### src/rtl/jk_target_counter.sv
// jk_target_counter: WIDTH-bit JK-mode counter (hold/clear/preset/count) that wraps at TARGET.
// Optional macro JK_TARGET_STICKY_EN makes hit sticky; otherwise hit mirrors tc.
module jk_target_counter #(
   parameter int              WIDTH      = 8,
   parameter logic [WIDTH-1:0] TARGET     = WIDTH'(9),
   parameter logic [WIDTH-1:0] PRESET_VAL = {WIDTH{1'b1}},
   parameter int              WRAP_W     = 4
) (
   input  logic              clk,
   input  logic              clr,
   input  logic              en,
   input  logic              j,
   input  logic              k,
   output logic [WIDTH-1:0]  q,
   output logic [WIDTH-1:0]  qbar,
   output logic              tc,
   output logic [WRAP_W-1:0] wraps,
   output logic              hit
);

   typedef enum logic [1:0] {
      OP_HOLD,
      OP_CLR,
      OP_SET,
      OP_CNT
   } op_t;

   op_t              op;
   logic             at_tgt;
   logic             below_tgt;
   logic             wrap;
   logic             wraps_full;
   logic [WIDTH-1:0] q_nxt;

   assign at_tgt     = (q == TARGET);
   assign below_tgt  = (q < TARGET);
   assign wrap       = (op == OP_CNT) && at_tgt;
   assign wraps_full = &wraps;
   assign qbar       = ~q;

   // Decode en/j/k into a single op for this edge
   always_comb begin
      op = OP_HOLD;
      if (en) begin
         unique case ({j, k})
            2'b01:   op = OP_CLR;
            2'b10:   op = OP_SET;
            2'b11:   op = OP_CNT;
            default: op = OP_HOLD;
         endcase
      end
   end

   // Next counter value; anything at or above TARGET returns to 0 on count
   always_comb begin
      q_nxt = q;
      unique case (op)
         OP_CLR:  q_nxt = '0;
         OP_SET:  q_nxt = PRESET_VAL;
         OP_CNT:  q_nxt = below_tgt ? q + WIDTH'(1) : '0;
         default: q_nxt = q;
      endcase
   end

   // Counter, terminal-count pulse and saturating wrap tally
   always_ff @(posedge clk or negedge clr) begin
      if (!clr) begin
         q     <= '0;
         tc    <= 1'b0;
         wraps <= '0;
      end else begin
         q  <= q_nxt;
         tc <= wrap;
         if (wrap && !wraps_full)
            wraps <= wraps + WRAP_W'(1);
      end
   end

`ifdef JK_TARGET_STICKY_EN
   logic hit_q;

   // Sticky match flag: set by a wrap, dropped only by the clear op
   always_ff @(posedge clk or negedge clr) begin
      if (!clr)
         hit_q <= 1'b0;
      else if (op == OP_CLR)
         hit_q <= 1'b0;
      else if (wrap)
         hit_q <= 1'b1;
   end

   assign hit = hit_q;
`else
   assign hit = tc;
`endif

endmodule
### config.mk
export PLATFORM = sky130hd
export DESIGN_NAME = jk_target_counter
export DESIGN_NICKNAME = d
export VERILOG_FILES = /design/src/rtl/jk_target_counter.sv
export SDC_FILE = /design/constraint.sdc
export NUM_CORES = 1
export LEC_CHECK = 0
export CAP_MARGIN = 10
export CORE_UTILIZATION = 43
export CTS_CLUSTER_SIZE = 24
export DETAILED_ROUTE_END_ITERATION = 10
export PLACE_DENSITY = 0.82
export SETUP_SLACK_MARGIN = 0.4
export SLEW_MARGIN = 10
export SYNTH_ARGS = -nofsm -noshare
export SYNTH_HDL_FRONTEND = slang
export SYNTH_SLANG_ARGS = --single-unit
### constraint.sdc
create_clock -name clk -period 3.29 [get_ports clk]
set_clock_uncertainty 0.1 [all_clocks]
set_input_delay 0.329 -clock clk [delete_from_list [all_inputs] [get_ports clk]]
set_output_delay 0.329 -clock clk [all_outputs]
set_load 0.01 [all_outputs]
==> results.sh, run 1 <==
export IMPL_cp_endpoint="wraps[1]"
export IMPL_synth_most_common_cell="dfrtp_1"
export IMPL_cts_hold_fix_buffers=0
export IMPL_synth_edff_count=0
export IMPL_vias=566
export IMPL_start_kind="register"
export IMPL_rsz0062_at_grt="no"
export IMPL_period_needed_ps=2030
export IMPL_avgViaCountPerCell=5.34
export IMPL_hpwl_um=1050
export IMPL_die_height_um=40.8
export IMPL_synth_top_family_by_area="simple AND/OR/NAND/NOR gates"
export IMPL_ys_dominant_reg_cell="dfrtp_1"
export IMPL_wl_um=1440
export IMPL_timing_final_crit_share_pct=61.7
export IMPL_synthMuxAreaShare_pct=4.06
export IMPL_hold_class="input port to asynchronous set/reset pin"
export IMPL_numClockSinks=13
export IMPL_track_usage_pct=19.9
export IMPL_nFillCells=110
export IMPL_worst_pin_slew_ps=593
export IMPL_synth_seq_area_share_pct=50.3
export IMPL_crit_fanout=4
export IMPL_critPathCaptureType="register"
export IMPL_post_route_drc_count=0
export IMPL_outcome="finished clean"
export IMPL_cts_root_buf="clkbuf_4"
export IMPL_netlist_top_cells_area="dfrtp_1 (50%), ha_1 (7.7%), inv_1 (5.2%)"
export IMPL_synthXorXnorAreaFrac_pct=2.71
export IMPL_grt_first_pass_wirelength_um=2100
export IMPL_initial_utilization_pct=47.9
export IMPL_overflow=0
export IMPL_worstRegToRegCells=3
export IMPL_coreArea_um2=1350
export IMPL_drive_gt1_share_pct=7.69
export IMPL_fmax_mhz=492
export IMPL_grt_antenna_before_repair=0
export IMPL_worstReg2RegEnd="wraps[1]"
export IMPL_async_flop_share_pct=100
export IMPL_synth_warnings=0
export IMPL_p_per_area_nw_per_um2=419
export IMPL_syn_nets=71
export IMPL_grt_max_degree=14
export IMPL_ys_ff_latch=13
export IMPL_synth_simple_area_share_pct=14.7
export IMPL_r2r_slack_ps=1260
export IMPL_routedWlPerCell_um=13.6
export IMPL_crit_start="q[6]"
export IMPL_area_growth_pct=46.0
export IMPL_dpl_instance_area_um2=918
export IMPL_worst_setup_path_type="register to register"
export IMPL_clk_pin_slew_worst_paths_ps=80
export IMPL_hold_violations=0
export IMPL_ctsResizeCount=0
export IMPL_portBuffers=26
export IMPL_fp_dieW_um=40.8
export IMPL_worstPathArrival_ps=2100
export IMPL_maxCapViolations=0
export IMPL_setup_violations=0
export IMPL_drt_first_pass_iters=4
export IMPL_cp_required_ps=3360
export IMPL_post_cts_buffers=0
export IMPL_diodes=0
export IMPL_fp_row_count=13
export IMPL_leakage_uw=0.000438
export IMPL_syn_area_per_cell_um2=10.4
export IMPL_synthAdderAreaFrac_pct=7.74
export IMPL_clk_latency_ps=270
export IMPL_tritoncts="yes"
export IMPL_synth_commonest_cells="dfrtp_1 (13), inv_1 (9), a21oi_1 (5), nand2_1 (5)"
export IMPL_synth_area_um2=647
export IMPL_rr_startpoint="q[6]"
export IMPL_synth_compound_gate_area_share_pct=14.1
export IMPL_globalplace_congestion=0.838
export IMPL_ant_nets=0
export IMPL_cts_buffer_depth=2
export IMPL_synthDominantAreaCellType="dfrtp_1"
export IMPL_synthDominantCellAreaShare_pct=50.3
export IMPL_dieArea_um2=1660
export IMPL_grt_pass1_vias=498
export IMPL_drt_first_iter_violations=3
export IMPL_finalSetupTns_ps=0
export IMPL_cts_htree_levels=1
export IMPL_relSlewSlack_pct=60.3
export IMPL_nets=101
export IMPL_slew_viol_final=0
export IMPL_ios=27
export IMPL_ys_types=24
export IMPL_postLayoutCellArea_um2=945
export IMPL_netlist_instances=62
export IMPL_ir_worst_vdd_uv=285
export IMPL_cts_made_buffers=3
## report_power, final
group / total [µW] / switching (µW) / internal, µW
registers: 187 / 14.2 / 173
clock network: 100 / 53.4 / 47.0
logic: 109 / 49.0 / 59.8
## cells by family after synthesis
family | after synthesis
buf+inv | 10
xor+xnor | 2
mux | 2
simple gates | 16
fa+ha+maj | 4
compound gates | 15
flops | 13
## per-stage QoR
| stage | hold slack, ps | power (µW) | util [%] | std cells | setup slack, ps |
|---|---|---|---|---|---|
| after global routing | 371 | 415 | 70.0 | 106 | 1220 |
| final | 322 | 396 | 70.0 | 106 | 1260 |
| after floorplan | -66.6 | 231 | - | 62 | 1260 |
| after detailed placement | 401 | 298 | 68.0 | 102 | 1130 |
| after CTS | 346 | 399 | 70.0 | 106 | 1250 |
| after global placement | 390 | 296 | 68.0 | 102 | 1140 |
## per-layer routing
metal / GRT usage (%) / vias up / wire, µm
met1: 25.9 / 259 / 648
met3: 3.26 / 2 / 110
met4: 12.5 / 0 / 8
met5: 0 / - / 0
met2: 30.5 / 35 / 672
li1: - / 270 / -
## worst max-delay path: stages, from the launching register on
cell	delay, ps
dfrtp_1	400
or4_4	570
or4_4	560
mux2_4	310
## flip-flops by register name (all words and copies together), names as in the netlist
| name | cells |
|---|---|
| hit | 1 |
| q | 8 |
| wraps | 4 |
## worst min path at each step
stage	from	end	slack (ps)	cells after the start
after detailed placement	wraps[3]	wraps[3]	400	1
after floorplan	clr	hit	-70	0
after CTS	clr	q[3]	350	1
after global routing	clr	q[3]	370	1
after global placement	wraps[3]	wraps[3]	390	1
final	clr	wraps[0]	320	1
## layout by cell type, fill, tap and decap left out, types with 2 or more instances in the layout
| master | Yosys | final |
|---|---|---|
| o21ai_0 | 3 | 3 |
| a21boi_0 | 4 | 4 |
| dfrtp_1 | 13 | 13 |
| ha_1 | 4 | 4 |
| or4_4 | 2 | 2 |
| nand2_1 | 5 | 5 |
| clkdlybuf4s50_1 | 0 | 26 |
| nand2b_1 | 2 | 2 |
| a21oi_1 | 5 | 5 |
| clkbuf_4 | 0 | 3 |
| inv_1 | 9 | 9 |
## area by class of cell
cell class                 instances  area (µm²)  share of cell area [%]
timing repair buffer              26         260                    27.5
multi-input combinational         39         280                    29.7
tap                               15        18.8                    1.99
clock buffer                       4        26.3                    2.78
sequential                        13         325                    34.4
inverter                           9        33.8                    3.58
No activity file was read; power rests on OpenSTA's default activity.
==> inputs of run 2 (changes only) <==
- CORE_UTILIZATION: 43 -> 40
- PLACE_DENSITY: 0.82 -> 0.77
- clock period: 3.29 -> 1.9 ns (I/O delays scaled with it)
==> run 2 against run 1 <==
Clock-buffer cell count stayed put. Clock power increased by 66%. Final area is 11% higher. Sequential share of layout area is 3.3 points lower. Non-clock buffer count up 11. Die area is 7.1% higher. Sequential power grew 69%. Critical endpoint unchanged.
==> results.sh, run 2 (synthesis gave the netlist of run 1 again) <==
export IMPL_routedWlPerCell_um=13.4
export IMPL_multi_input_area_um2=310
export IMPL_globalplace_congestion=0.778
export IMPL_grt_max_degree=14
export IMPL_worst_setup_path_type="register to register"
export IMPL_wl_um=1590
export IMPL_fp_dieW_um=42.2
export IMPL_ir_worst_vdd_uv=461
export IMPL_drt_first_pass_iters=4
export IMPL_tritoncts="yes"
export IMPL_grt_first_pass_wirelength_um=2620
export IMPL_whs_ps=179
export IMPL_grt_antenna_before_repair=0
export IMPL_cp_endpoint="wraps[1]"
export IMPL_track_usage_pct=20.0
export IMPL_setup_slack_ps=6.95
export IMPL_hpwl_um=1190
export IMPL_switching_share_pct=29.9
export IMPL_setup_violations=0
export IMPL_final_common_cell="dlygate4sd2_1"
export IMPL_outcome="finished clean"
export IMPL_nets=112
export IMPL_period_needed_ps=1890
export IMPL_power_switching_uw=205
export IMPL_fmax_mhz=528
export IMPL_diodes=0
export IMPL_worst_pin_slew_ps=561
export IMPL_hold_class="input port to asynchronous set/reset pin"
export IMPL_seq_area_um2=325
export IMPL_p_per_area_nw_per_um2=655
export IMPL_cts_made_buffers=3
export IMPL_clkPwrFrac_pct=24.3
export IMPL_relSlewSlack_pct=62.5
export IMPL_met2_usage_pct=33.5
export IMPL_critPathCaptureType="register"
export IMPL_p_int_uw=480
export IMPL_top_register="q"
export IMPL_dieArea_um2=1780
export IMPL_initial_utilization_pct=42.9
export IMPL_worstPathArrival_ps=1950
export IMPL_nFillCells=136
export IMPL_largest_register_ffs=8
export IMPL_timing_final_crit_share_pct=99.6
export IMPL_fin_util_pct=69.4
export IMPL_area_growth_pct=61.5
export IMPL_avgViaCountPerCell=5.02
export IMPL_coreArea_um2=1510
export IMPL_crit_fanout=3
export IMPL_overflow=0
export IMPL_grt_pass1_vias=588
export IMPL_combPwrFrac_pct=29.5
export IMPL_fp_row_count=14
export IMPL_r2r_slack_ps=7
export IMPL_final_cell_mix="dlygate4sd2_1 (17), dfrtp_1 (13), buf_4 (11), inv_1 (8), clkdlybuf4s50_1 (6)"
export IMPL_ios=27
export IMPL_portBuffers=26
export IMPL_p_total_uw=685
export IMPL_ant_nets=0
export IMPL_start_kind="register"
export IMPL_vias=592
export IMPL_post_route_drc_count=0
export IMPL_worstReg2RegEnd="wraps[1]"
export IMPL_slew_viol_final=0
export IMPL_rsz0062_at_grt="yes"
export IMPL_use_met1_pct=25.1
export IMPL_seqPwrFrac_pct=46.2
export IMPL_clk_pin_slew_worst_paths_ps=80
export IMPL_cp_required_ps=1960
export IMPL_hold_violations=0
export IMPL_detailedPlace_worstSlack_ps=-4.15
export IMPL_cts_htree_levels=1
export IMPL_rr_startpoint="q[6]"
export IMPL_cts_buffer_depth=2
export IMPL_worstRegToRegCells=3
export IMPL_crit_start="q[6]"
export IMPL_numClockSinks=13
export IMPL_leakage_uw=0.000573
export IMPL_drt_first_iter_violations=8
export IMPL_grt_util_met3_pct=3.02
export IMPL_clk_latency_ps=270
export IMPL_drive_gt1_share_pct=22.5
export IMPL_maxCapViolations=0
export IMPL_top_usage_layer="met2"
export IMPL_die_height_um=42.2
export IMPL_cts_root_buf="clkbuf_4"
-- run 2: changes by cell type in the layout (fill, tap and decap cells not counted), moves of 3 or more --
cell | before | now
clkdlybuf4s50_1 | 26 | 6
dlygate4sd2_1 | 0 | 17
buf_4 | 0 | 11
dlymetal6s2s_1 | 0 | 3
-- run 2: critical path, cell delays in order (launching register included) --
cell     delay, ps
dfrtp_1        390
or4_4          530
or4_4          450
mux2_4         310
-- run 2: layout make-up --
type	count	area share, %
Inverter	9	3.23
Tap cell	16	1.92
Timing Repair Buffer	37	31.5
Clock buffer	4	2.51
Multi-Input combinational cell	39	29.7
Sequential cell	13	31.1
-- run 2: worst min path at each step --
stage	start	endpoint	slack (ps)	depth (start not counted)
2_1_floorplan	clr	hit	-210	0
3_3_place_gp	wraps[3]	wraps[3]	390	1
3_5_place_dp	wraps[3]	wraps[3]	400	1
4_1_cts	clr	q[2]	210	1
5_1_grt	clr	wraps[1]	250	1
6_report	clr	q[2]	180	1
-- run 2: metrics by stage --
| step | instances | TNS (ps) | area [µm²] |
|---|---|---|---|
| after floorplan | 62 | -31.8 | 647 |
| after global placement | 111 | 0 | 980 |
| after detailed placement | 111 | -4.15 | 980 |
| after CTS | 118 | 0 | 1030 |
| after global routing | 118 | -27.4 | 1040 |
| final | 118 | 0 | 1040 |
-- run 2: power by group through the flow --
stage / Sequential, µW / Clock [µW] / Combinational (µW)
4_1_cts: 317 / 171 / 203
2_1_floorplan: 336 / 0 / 64.2
5_1_grt: 320 / 184 / 223
3_5_place_dp: 324 / 0 / 216
6_report: 316 / 166 / 202
3_3_place_gp: 322 / 0 / 213
-- run 2: what timing repair did --
action	in CTS	in global routing
pin swaps	2	0
setup buffers	3	0
endpoints found under the setup margin	26	11
gates cloned	0	0
gates resized for setup	22	4
hold buffers	0	0
-- run 2: layer usage --
metal / wire length, µm / share of wire, %
met1: 647 / 41
met2: 855 / 54
met3: 66 / 4.2
met4: 17 / 1.1
met5: 0 / 0
==> RTL edit: new RTL, settings of run 2 <==
Register the output `q` once more, cleared by the reset; this adds one clock of latency there. The other outputs are not delayed to match.
--- a/src/rtl/jk_target_counter.sv
+++ b/src/rtl/jk_target_counter.sv
@@ -26,4 +26,6 @@
    } op_t;
 
+   logic [WIDTH-1:0] q_s0;
+
    op_t              op;
    logic             at_tgt;
@@ -33,9 +35,9 @@
    logic [WIDTH-1:0] q_nxt;
 
-   assign at_tgt     = (q == TARGET);
-   assign below_tgt  = (q < TARGET);
+   assign at_tgt     = (q_s0 == TARGET);
+   assign below_tgt  = (q_s0 < TARGET);
    assign wrap       = (op == OP_CNT) && at_tgt;
    assign wraps_full = &wraps;
-   assign qbar       = ~q;
+   assign qbar       = ~q_s0;
 
    // Decode en/j/k into a single op for this edge
@@ -54,10 +56,10 @@
    // Next counter value; anything at or above TARGET returns to 0 on count
    always_comb begin
-      q_nxt = q;
+      q_nxt = q_s0;
       unique case (op)
          OP_CLR:  q_nxt = '0;
          OP_SET:  q_nxt = PRESET_VAL;
-         OP_CNT:  q_nxt = below_tgt ? q + WIDTH'(1) : '0;
-         default: q_nxt = q;
+         OP_CNT:  q_nxt = below_tgt ? q_s0 + WIDTH'(1) : '0;
+         default: q_nxt = q_s0;
       endcase
    end
@@ -66,9 +68,9 @@
    always_ff @(posedge clk or negedge clr) begin
       if (!clr) begin
-         q     <= '0;
+         q_s0  <= '0;
          tc    <= 1'b0;
          wraps <= '0;
       end else begin
-         q  <= q_nxt;
+         q_s0 <= q_nxt;
          tc <= wrap;
          if (wrap && !wraps_full)
@@ -95,3 +97,11 @@
 `endif
 
+   always_ff @(posedge clk or negedge clr) begin
+      if (!clr) begin
+         q <= '0;
+      end else begin
+         q <= q_s0;
+      end
+   end
+
 endmodule
Behaviour: not the same (Yosys sat finds a counterexample within 4 cycles, from zero or initial values).
==> RTL edit against run 2 <==
Synthesized cell count grew 24%; power grew 47%; critical path type unchanged; worst setup slack gained 0.095 ns; highest routed layer unchanged; wire length grew 41%; sequential cell count grew 8; final area grew 38%; largest power group unchanged; worst hold slack lost 0.064 ns; sequential share of layout area grew 5.8 points; clock power grew 28%; area after synthesis grew 37%.
==> RTL edit: results (changes against run 2) <==
GRT
  • Met3 usage: 1.87% (-1.1 points)
  • Vias in the first global route: 755 (+28%)
  • First-pass GRT wire length: 3.58 mm (+37%)
  • Total GRT Usage: 20.3% (+0.35 points)
  • Largest net degree at the start of global routing: 22 (+8)
  • Met1 Use GR: 22.7% (-2.4 points)
  • Global Route met2 Usage: 36.5% (+3.0 points)

Worst setup path
  • Register-to-Register Path Depth: 6 (+3)
  • FF-to-FF setup slack: 0.10 ns (+0.09 ns)
  • CP max stage cell: dfrtp_1
  • Worst r2r src: q_s0[1]
  • Worst path max stage delay: 0.42 ns (-0.11 ns)
  • Crit path launch: q_s0[1]
  • Crit path DAT: 1.90 ns (-0.05 ns)

Pwr
  • Static leakage: 0.801 nW (+40%)
  • Peak supply drop: 0.000488 V (+5.9%)
  • Cell-internal power: 0.000720 W (+50%)

Yosys
  • Synth area leaders: dfrtp_1 (59%), ha_1 (5.6%), nor2_1 (4.2%), inv_1 (3.8%), o21ai_0 (2.8%)
  • Syn nets: 86 (+21%)
  • Synth cell count leaders: dfrtp_1 (21), nor2_1 (10), inv_1 (9)
  • Post-synth cell types: 27 (+13%)
  • Post-synthesis sequential area ratio: 59.2% (+8.9 points)

Clock network
  • Clock latency on the worst-skew pair: 0.30 ns (+0.03 ns)
  • Worst-path clk slew: 0.11 ns (+0.03 ns)

Place
  • GP Congestion: 0.793 (+1.9%)
  • Dpl cells: 134 (+21%)
  • HPWL Detailed: 1.42 mm (+20%)
  • Pre-CTS setup slack: -0.0200 ns (-0.0158 ns)

STA
  • Fin crit period: 1.80 ns (-0.0946 ns)
  • Least-Margin Pin Slew: 0.266 ns (-0.295 ns)

Detailed routing
  • DRT iter0 DRCs: 10 (+2)
  • DR WL/cell: 14.1 microns (+5.2%)
  • Vias per Instance: 4.92 (-2.0%)
  • Total number of vias: 777 (+31%)

Layout
  • Nets: 141 (+26%)
  • Layout cells sized above 1: 37.4% (+15 points)

Run status
  • Status: finished, final reports clean
[RTL edit: changes by cell type after synthesis, moves of 3 or more]
cell	change
nand2_1	-3
nor2_1	+9
a21boi_0	-4
dfrtp_1	+8
a21oi_1	-4
[RTL edit: final cells by class]
class | count | area (sq um) | share of cell area, %
multi-input cells | 44 | 354 | 24.5
repair buffers | 52 | 459 | 31.8
inverters | 10 | 37.5 | 2.60
clock buffers | 4 | 26.3 | 1.82
flip-flops and latches | 21 | 533 | 36.9
well taps | 27 | 33.8 | 2.34
[RTL edit: timing repair]
action,CTS,global route
endpoints found under the setup margin,22,18
buffers inserted,16,4
pin swaps,9,3
resized for setup,23,13
hold buffers,0,0
[RTL edit: kinds of logic after synthesis]
kind of cell,after synthesis,share of synthesized area [%]
adders and majority gates,4,5.64
xor gates and xnor gates,2,1.97
buffers and inverters,12,5.64
AOI/OAI and AO/OA,11,7.90
muxes,1,1.27
and+or+nand+nor,26,18.3
DFF,21,59.2
[RTL edit: metal layers]
metal / routed length (microns) / vias up
met4: 42 / 0
met3: 59 / 4
met5: 0 / -
met2: 1260 / 22
met1: 870 / 388
li1: - / 363
[RTL edit: metrics by stage]
step	TNS (ns)	utilization [%]	cell area (sq um)
global placement	0	61.0	1230
finish	0	71.4	1440
detailed placement	-0.0200	61.0	1230
global route	0	71.4	1440
CTS	0	69.2	1400
floorplan	0	-	907
[RTL edit: worst min-delay path by stage]
stage / startpoint / endpoint / slack (ns)
4_1_cts: clr / q[3] / 0.12
5_1_grt: clr / q[3] / 0.13
3_3_place_gp: q_s0[3] / q[3] / 0.36
6_report: clr / q[3] / 0.12
2_1_floorplan: clr / hit / -0.21
3_5_place_dp: q_s0[3] / q[3] / 0.37
[RTL edit: power by group through the flow]
| stage | logic, W | registers, W | clock network (W) |
|---|---|---|---|
| floorplan | 0.0000754 | 0.000551 | 0 |
| global placement | 0.000213 | 0.000545 | 0 |
| detailed placement | 0.000217 | 0.000550 | 0 |
| CTS | 0.000259 | 0.000530 | 0.000219 |
| global route | 0.000287 | 0.000535 | 0.000230 |
| finish | 0.000266 | 0.000531 | 0.000212 |
[RTL edit: worst register-to-register path, stage by stage, from the launching register on]
cell and delay (ns):
dfrtp_1 0.42, inv_2 0.09, ha_4 0.13, nand4_1 0.15, nor4b_4 0.30, and2_4 0.21
mux2_4 0.29
